[config.mk]
export PLATFORM = sky130hd
export DESIGN_NAME = mem_access_ctrl
export DESIGN_NICKNAME = d
export VERILOG_FILES = /design/src/rtl/mem_acc_pkg.sv /design/src/rtl/mem_acc_cnt.sv /design/src/rtl/mem_access_ctrl.sv
export SDC_FILE = /design/constraint.sdc
export NUM_CORES = 1
export LEC_CHECK = 0
export ABC_AREA = 0
export CORE_AREA = 2 2 412 414
export CTS_CLUSTER_SIZE = 40
export DETAILED_ROUTE_END_ITERATION = 8
export DIE_AREA = 0 0 414 416
export PLACE_DENSITY = 0.31
export SLEW_MARGIN = 20
export SYNTH_ARGS = -nofsm -noshare
export SYNTH_HDL_FRONTEND = slang
export SYNTH_HIERARCHICAL = 1
export SYNTH_SLANG_ARGS = --single-unit
[constraint.sdc]
create_clock -name clk -period 2.3 [get_ports clk]
set_input_delay 0.46 -clock clk [delete_from_list [all_inputs] [get_ports clk]]
set_output_delay 0.46 -clock clk [all_outputs]
set_load 0.01 [all_outputs]
[src/rtl/mem_acc_pkg.sv]
// Shared types and constants for the SRAM access controller: FSM encoding,
// access-direction constants and default bus widths.
package mem_acc_pkg;

    localparam int DATA_W_DEF = 256;
    localparam int ADDR_W_DEF = 7;
    localparam int CNT_W      = 8;

    localparam logic MEM_READ  = 1'b0;
    localparam logic MEM_WRITE = 1'b1;

    typedef enum logic [2:0] {
        ST_IDLE     = 3'd0,
        ST_RD_ISSUE = 3'd1,
        ST_RD_WAIT  = 3'd2,
        ST_WR_WAIT  = 3'd3,
        ST_RESP     = 3'd4
    } accState_t;

endpackage

[src/rtl/mem_acc_cnt.sv]
// Loadable down-counter with zero flag; shared between the read-latency wait
// and the write-timeout wait, which are never active together.
module mem_acc_cnt #(
    parameter int W = 8
) (
    input  logic         clk,
    input  logic         reset,
    input  logic         load,
    input  logic         dec,
    input  logic [W-1:0] loadVal,
    output logic         zero
);

    logic [W-1:0] count;

    always_ff @(posedge clk) begin
        if (reset)
            count <= '0;
        else if (load)
            count <= loadVal;
        else if (dec && count != '0)
            count <= count - 1'b1;
    end

    assign zero = (count == '0);

endmodule

[src/rtl/mem_access_ctrl.sv]
// Core-side initiator for the 256-bit SRAM: one request at a time, registered
// memory strobes, single response per request. MEM_ACC_TIMEOUT_EN adds a write timeout.
module mem_access_ctrl
    import mem_acc_pkg::*;
#(
    parameter int DATA_W   = DATA_W_DEF,
    parameter int ADDR_W   = ADDR_W_DEF,
    parameter int READ_LAT = 1,
    parameter int TIMEOUT  = 15
) (
    input  logic              clk,
    input  logic              reset,
    input  logic              req_valid,
    output logic              req_ready,
    input  logic              req_write,
    input  logic [ADDR_W-1:0] req_addr,
    input  logic [DATA_W-1:0] req_wdata,
    output logic              resp_valid,
    input  logic              resp_ready,
    output logic [DATA_W-1:0] resp_rdata,
    output logic              resp_err,
    output logic              MemEnable,
    output logic              MemReadWrite,
    output logic [ADDR_W-1:0] Address,
    output logic [DATA_W-1:0] DataIn,
    input  logic [DATA_W-1:0] DataOut,
    input  logic              WriteDone
);

    // Counter reaches zero on the edge where the wait must end.
    localparam logic [CNT_W-1:0] RD_LOAD = CNT_W'(READ_LAT - 1);
    localparam logic [CNT_W-1:0] TO_LOAD = CNT_W'(TIMEOUT - 1);

    accState_t         state, stateNxt;
    logic              memEnNxt, rwNxt, respValidNxt, readyNxt;
    logic [ADDR_W-1:0] addrNxt;
    logic [DATA_W-1:0] dinNxt, rdataNxt;
    logic              cntLoad, cntDec, cntZero;
    logic [CNT_W-1:0]  cntLoadVal;
`ifdef MEM_ACC_TIMEOUT_EN
    logic              respErrNxt;
`endif

    mem_acc_cnt #(.W(CNT_W)) uCnt (
        .clk     (clk),
        .reset   (reset),
        .load    (cntLoad),
        .dec     (cntDec),
        .loadVal (cntLoadVal),
        .zero    (cntZero)
    );

    always_comb begin
        stateNxt     = state;
        memEnNxt     = MemEnable;
        rwNxt        = MemReadWrite;
        addrNxt      = Address;
        dinNxt       = DataIn;
        respValidNxt = resp_valid;
        rdataNxt     = resp_rdata;
`ifdef MEM_ACC_TIMEOUT_EN
        respErrNxt   = resp_err;
`endif
        cntLoad      = 1'b0;
        cntLoadVal   = '0;
        cntDec       = 1'b0;

        case (state)
            ST_IDLE: begin
                if (req_valid && req_ready) begin
                    addrNxt  = req_addr;
                    rwNxt    = req_write;
                    memEnNxt = 1'b1;
                    if (req_write == MEM_WRITE) begin
                        dinNxt     = req_wdata;
                        cntLoad    = 1'b1;
                        cntLoadVal = TO_LOAD;
                        stateNxt   = ST_WR_WAIT;
                    end else begin
                        stateNxt = ST_RD_ISSUE;
                    end
                end
            end
            ST_RD_ISSUE: begin
                memEnNxt   = 1'b0;
                cntLoad    = 1'b1;
                cntLoadVal = RD_LOAD;
                stateNxt   = ST_RD_WAIT;
            end
            ST_RD_WAIT: begin
                if (cntZero) begin
                    rdataNxt     = DataOut;
                    respValidNxt = 1'b1;
`ifdef MEM_ACC_TIMEOUT_EN
                    respErrNxt   = 1'b0;
`endif
                    stateNxt     = ST_RESP;
                end else begin
                    cntDec = 1'b1;
                end
            end
            ST_WR_WAIT: begin
                // WriteDone wins over an expiry on the same edge.
                if (WriteDone) begin
                    memEnNxt     = 1'b0;
                    rwNxt        = MEM_READ;
                    respValidNxt = 1'b1;
                    rdataNxt     = '0;
`ifdef MEM_ACC_TIMEOUT_EN
                    respErrNxt   = 1'b0;
`endif
                    stateNxt     = ST_RESP;
                end
`ifdef MEM_ACC_TIMEOUT_EN
                else if (cntZero) begin
                    memEnNxt     = 1'b0;
                    respValidNxt = 1'b1;
                    rdataNxt     = '0;
                    respErrNxt   = 1'b1;
                    stateNxt     = ST_RESP;
                end else begin
                    cntDec = 1'b1;
                end
`endif
            end
            ST_RESP: begin
                if (resp_ready) begin
                    respValidNxt = 1'b0;
                    stateNxt     = ST_IDLE;
                end
            end
            default: stateNxt = ST_IDLE;
        endcase

        readyNxt = (stateNxt == ST_IDLE);
    end

    always_ff @(posedge clk) begin
        if (reset) begin
            state        <= ST_IDLE;
            req_ready    <= 1'b0;
            MemEnable    <= 1'b0;
            MemReadWrite <= MEM_READ;
            Address      <= '0;
            DataIn       <= '0;
            resp_valid   <= 1'b0;
            resp_rdata   <= '0;
        end else begin
            state        <= stateNxt;
            req_ready    <= readyNxt;
            MemEnable    <= memEnNxt;
            MemReadWrite <= rwNxt;
            Address      <= addrNxt;
            DataIn       <= dinNxt;
            resp_valid   <= respValidNxt;
            resp_rdata   <= rdataNxt;
        end
    end

`ifdef MEM_ACC_TIMEOUT_EN
    always_ff @(posedge clk) begin
        if (reset)
            resp_err <= 1'b0;
        else
            resp_err <= respErrNxt;
    end
`else
    assign resp_err = 1'b0;
`endif

endmodule

==> impl_metrics.py <==
metrics = {
    "worst_setup_path": {
        "critPathKind": "flop to flop",
        "r2r_end": "resp_rdata[71]$_SDFFE_PP0P_",
        "r2r_slack_ps": 40,
        "rr_startpoint": "uCnt/count[2]$_SDFFE_PP0P_",
        "worstSetupStartpointType": "flop",
        "required_ps": 2920,
        "critPathMaxFanout": 11,
        "r2r_cells": 8,
        "critPathArrivalTime_ps": 2870,
        "worstSetupEndpointType": "flop",
    },
    "final_layout": {
        "layout.nets": 3988,
        "syn_to_final_growth_pct": 77.31,
        "fin_cells": 5744,
        "drive_gt1_share_pct": 15.87,
        "design_area_um2": 37860,
    },
    "synthesis": {
        "avgSynthCellArea_um2": 8.757,
        "synthXorXnorAreaFrac_pct": 0.1231,
        "ys_async_sr_fraction_pct": 0,
        "yosys.area_share.adder_pct": 0.1172,
        "synth_compound_area_share_pct": 31.29,
        "synth_cell_types": 50,
        "synthMuxAreaShare_pct": 0.1114,
        "ys_seq_area_share_pct": 50.07,
        "synth_area_um2": 21350,
        "yosysWarnings": 6,
        "ys.flop_type": "dfxtp_1",
        "synthCells": 2438,
        "ys_ff_latch": 534,
        "synth_top_family_by_area": "compound AO/OA/AOI/OAI gates",
        "synth_edf_count": 0,
        "synthSimpleGateAreaFrac_pct": 11.89,
    },
    "route": {
        "vias": 21855,
        "dr.pass1.iters": 5,
        "wl_mm": 122.5,
        "avgViaCountPerCell": 3.805,
        "drt_iter0_drc": 1080,
        "avgRoutedWirePerCell_um": 21.33,
        "route.detailed.drc": 0,
        "ant_nets": 0,
    },
    "power_and_ir_drop": {
        "max-vdd-ir-drop_mv": 0.5401,
        "clockPowerShare_pct": 40.7,
        "swShare_pct": 31.46,
        "power_density_nw_per_um2": 796.9,
        "seqPwrFrac_pct": 33.6,
        "internal-power_uw": 20680,
        "power_switching_uw": 9490,
        "p_leak_uw": 0.01273,
        "p_total_uw": 30170,
        "pwr-share-comb_pct": 25.7,
    },
    "sta": {
        "hold_viol_final": 0,
        "max_slew.worst_pin.slew_ps": 663.8,
        "skew_ps": 36.73,
        "rsz0062_at_grt": "true",
        "fmax_ghz": 0.4433,
        "finalSetupTns_ps": 0,
        "maxSlewViolCount": 0,
        "layout_setup_ws_ps": 44.11,
        "slew_headroom_pct": 55.74,
        "period_share_pct": 98.08,
        "setup_viol": 0,
        "fin_crit_ps": 2256,
    },
    "place": {
        "place_area_um2": 35050,
        "place_ws_ps": -96.74,
        "dp.cells": 5592,
        "place_hpwl_mm": 91.78,
        "gp_congestion": 0.7620,
        "io_buffers": 1047,
    },
    "floorplanning": {
        "die_x_um": 414,
        "die_y_um": 416,
        "ioPinCount": 1049,
        "start_util_pct": 12.70,
        "core.rowCount": 151,
        "die-area_um2": 172200,
        "core_um2": 168100,
    },
    "hold_path": {
        "worstHoldStart": "reset",
        "hp-class": "primary input to flop",
        "hold_path_end": "DataIn[24]$_SDFFE_PP0P_",
        "hold_depth": 2,
    },
    "grt": {
        "grt_overflow": 0,
        "grt_pass1_vias": 21900,
        "grt_use_total_pct": 13.54,
        "antenna_found_initial": 43,
        "grt_first_pass_wirelength_mm": 170.1,
        "grt_max_degree": 118,
    },
    "clock_tree": {
        "cts_buffers": 78,
        "clk_pin_slew_ps": 60,
        "cts_htree_levels": 3,
        "cts.sinks": 534,
        "cts_buffer_depth": 3,
        "worstSkewPairLatency_ps": 680,
        "root_buffer": "clkbuf_16",
        "cts_tree": "built",
    },
    "status": {
        "status": "completed",
    },
    "flow_run": {
        "max_cap_viol_count": 0,
    },
}
kinds of logic after synthesis:
| family | after synthesis |
|---|---|
| AOI/OAI and AO/OA | 1064 |
| xor gates and xnor gates | 3 |
| adders and majority gates | 2 |
| buffers and inverters | 273 |
| DFF | 534 |
| muxes | 2 |
| other | 1 |
| and+or+nand+nor | 559 |
final cells by class:
| type | count | area [µm²] |
|---|---|---|
| Multi-Input combinational cell | 1636 | 9423 |
| Timing Repair Buffer | 1204 | 12350 |
| Sequential cell | 534 | 10690 |
| Clock inverter | 20 | 289.0 |
| Inverter | 7 | 26.28 |
| Tap cell | 2218 | 2775 |
| Fill cell | 18517 | 130300 |
| Clock buffer | 115 | 2281 |
| Antenna cell | 10 | 25.02 |
power by group through the flow:
stage	clock, µW	combinational (µW)	sequential, µW
2_1_floorplan	0	2850	10500
3_3_place_gp	0	7750	10300
3_5_place_dp	0	7680	10300
4_1_cts	12900	7730	10100
5_1_grt	13300	8370	10200
6_report	12300	7750	10100
layer usage:
layer / vias up / wire [µm] / GRT usage [%] / share of wire (%)
li1: 10627 / - / - / -
met1: 10348 / 47670 / 14.73 / 39
met2: 647 / 61850 / 23.89 / 50
met3: 171 / 9608 / 5.423 / 7.8
met4: 62 / 3001 / 4.346 / 2.4
met5: - / 388 / 0 / 0.32
how the worst max path moves through the flow:
| stage | from | depth (start not counted) | to |
|---|---|---|---|
| 2_1_floorplan | uCnt/count[2]$_SDFFE_PP0P_ | 8 | resp_rdata[150]$_SDFFE_PP0P_ |
| 3_3_place_gp | uCnt/count[2]$_SDFFE_PP0P_ | 7 | resp_rdata[234]$_SDFFE_PP0P_ |
| 3_5_place_dp | uCnt/count[2]$_SDFFE_PP0P_ | 7 | resp_rdata[235]$_SDFFE_PP0P_ |
| 4_1_cts | resp_rdata[235]$_SDFFE_PP0P_ | 1 | resp_rdata[235] |
| 5_1_grt | uCnt/count[2]$_SDFFE_PP0P_ | 8 | resp_rdata[49]$_SDFFE_PP0P_ |
| 6_report | uCnt/count[2]$_SDFFE_PP0P_ | 8 | resp_rdata[71]$_SDFFE_PP0P_ |
registers in the layout, summed over array words and instances, names as in the netlist:
name	flops
resp_valid	1
MemEnable	1
state	3
DataIn	256
MemReadWrite	1
req_ready	1
resp_rdata	256
Address	7
uCnt/count	8
critical path: stages, from the launching register on:
cell       delay (ps)
dfxtp_1           310
or4_4             550
nor4_4            180
nor4bb_4          310
buf_12            170
bufbuf_16         300
buf_4             160
nand2_1            90
a21oi_1           140
synth_stat cells, drive strengths merged, types with 2 or more instances:
master	number	area, µm²
a211oi	2	20.02
a21bo	256	2562
a21oi	529	2651
a311oi	3	32.53
buf	100	709.4
clkbuf	166	626.9
clkinv	2	7.510
dfxtp	534	10690
ha	2	25.02
inv	5	18.77
mux2i	2	23.77
nand2	261	979.7
nand2b	2	12.51
nand3	263	1316
nand3b	2	15.01
nor2	6	22.52
nor2b	3	18.77
nor3	4	20.02
nor3b	3	22.52
nor4bb	2	20.02
o21ai	266	1331
o31ai	2	15.01
or3	2	15.01
or4	5	43.79
xnor2	3	26.28
per-stage QoR:
| step | util, % | hold slack [ps] |
|---|---|---|
| after floorplan | - | 479.7 |
| after global placement | 20.85 | 456.9 |
| after detailed placement | 20.85 | 464.2 |
| after CTS | 22.40 | 188.9 |
| after global routing | 22.51 | 222.3 |
| final | 22.51 | 219.7 |
what timing repair did:
action	4_1_cts	5_1_grt
hold endpoints to repair	0	0
gates resized for setup	13	44
setup endpoints to repair	243	257
hold buffers	0	0
buffers inserted	1	2
cloned	1	3
pin swaps	1	2
cell usage in the layout (no fill, tap or decap), drive strengths merged, types with 2 or more instances in the layout:
cell / n
nor4bb: 2
a21oi: 529
or4: 5
o31ai: 2
inv: 8
a21bo: 256
nand2: 261
nor2: 6
dlygate4sd2: 11
or3: 2
clkinvlp: 3
nor2b: 3
nand3: 263
clkdlybuf4s50: 1035
nor3: 4
conb: 6
nand3b: 2
nor3b: 3
o21ai: 266
clkinv: 13
buf: 154
xnor2: 3
dfxtp: 534
ha: 2
a211oi: 2
nand2b: 2
diode: 10
bufinv: 3
clkbuf: 118
mux2i: 2
a311oi: 3
Power figures use the tool's default switching activity.
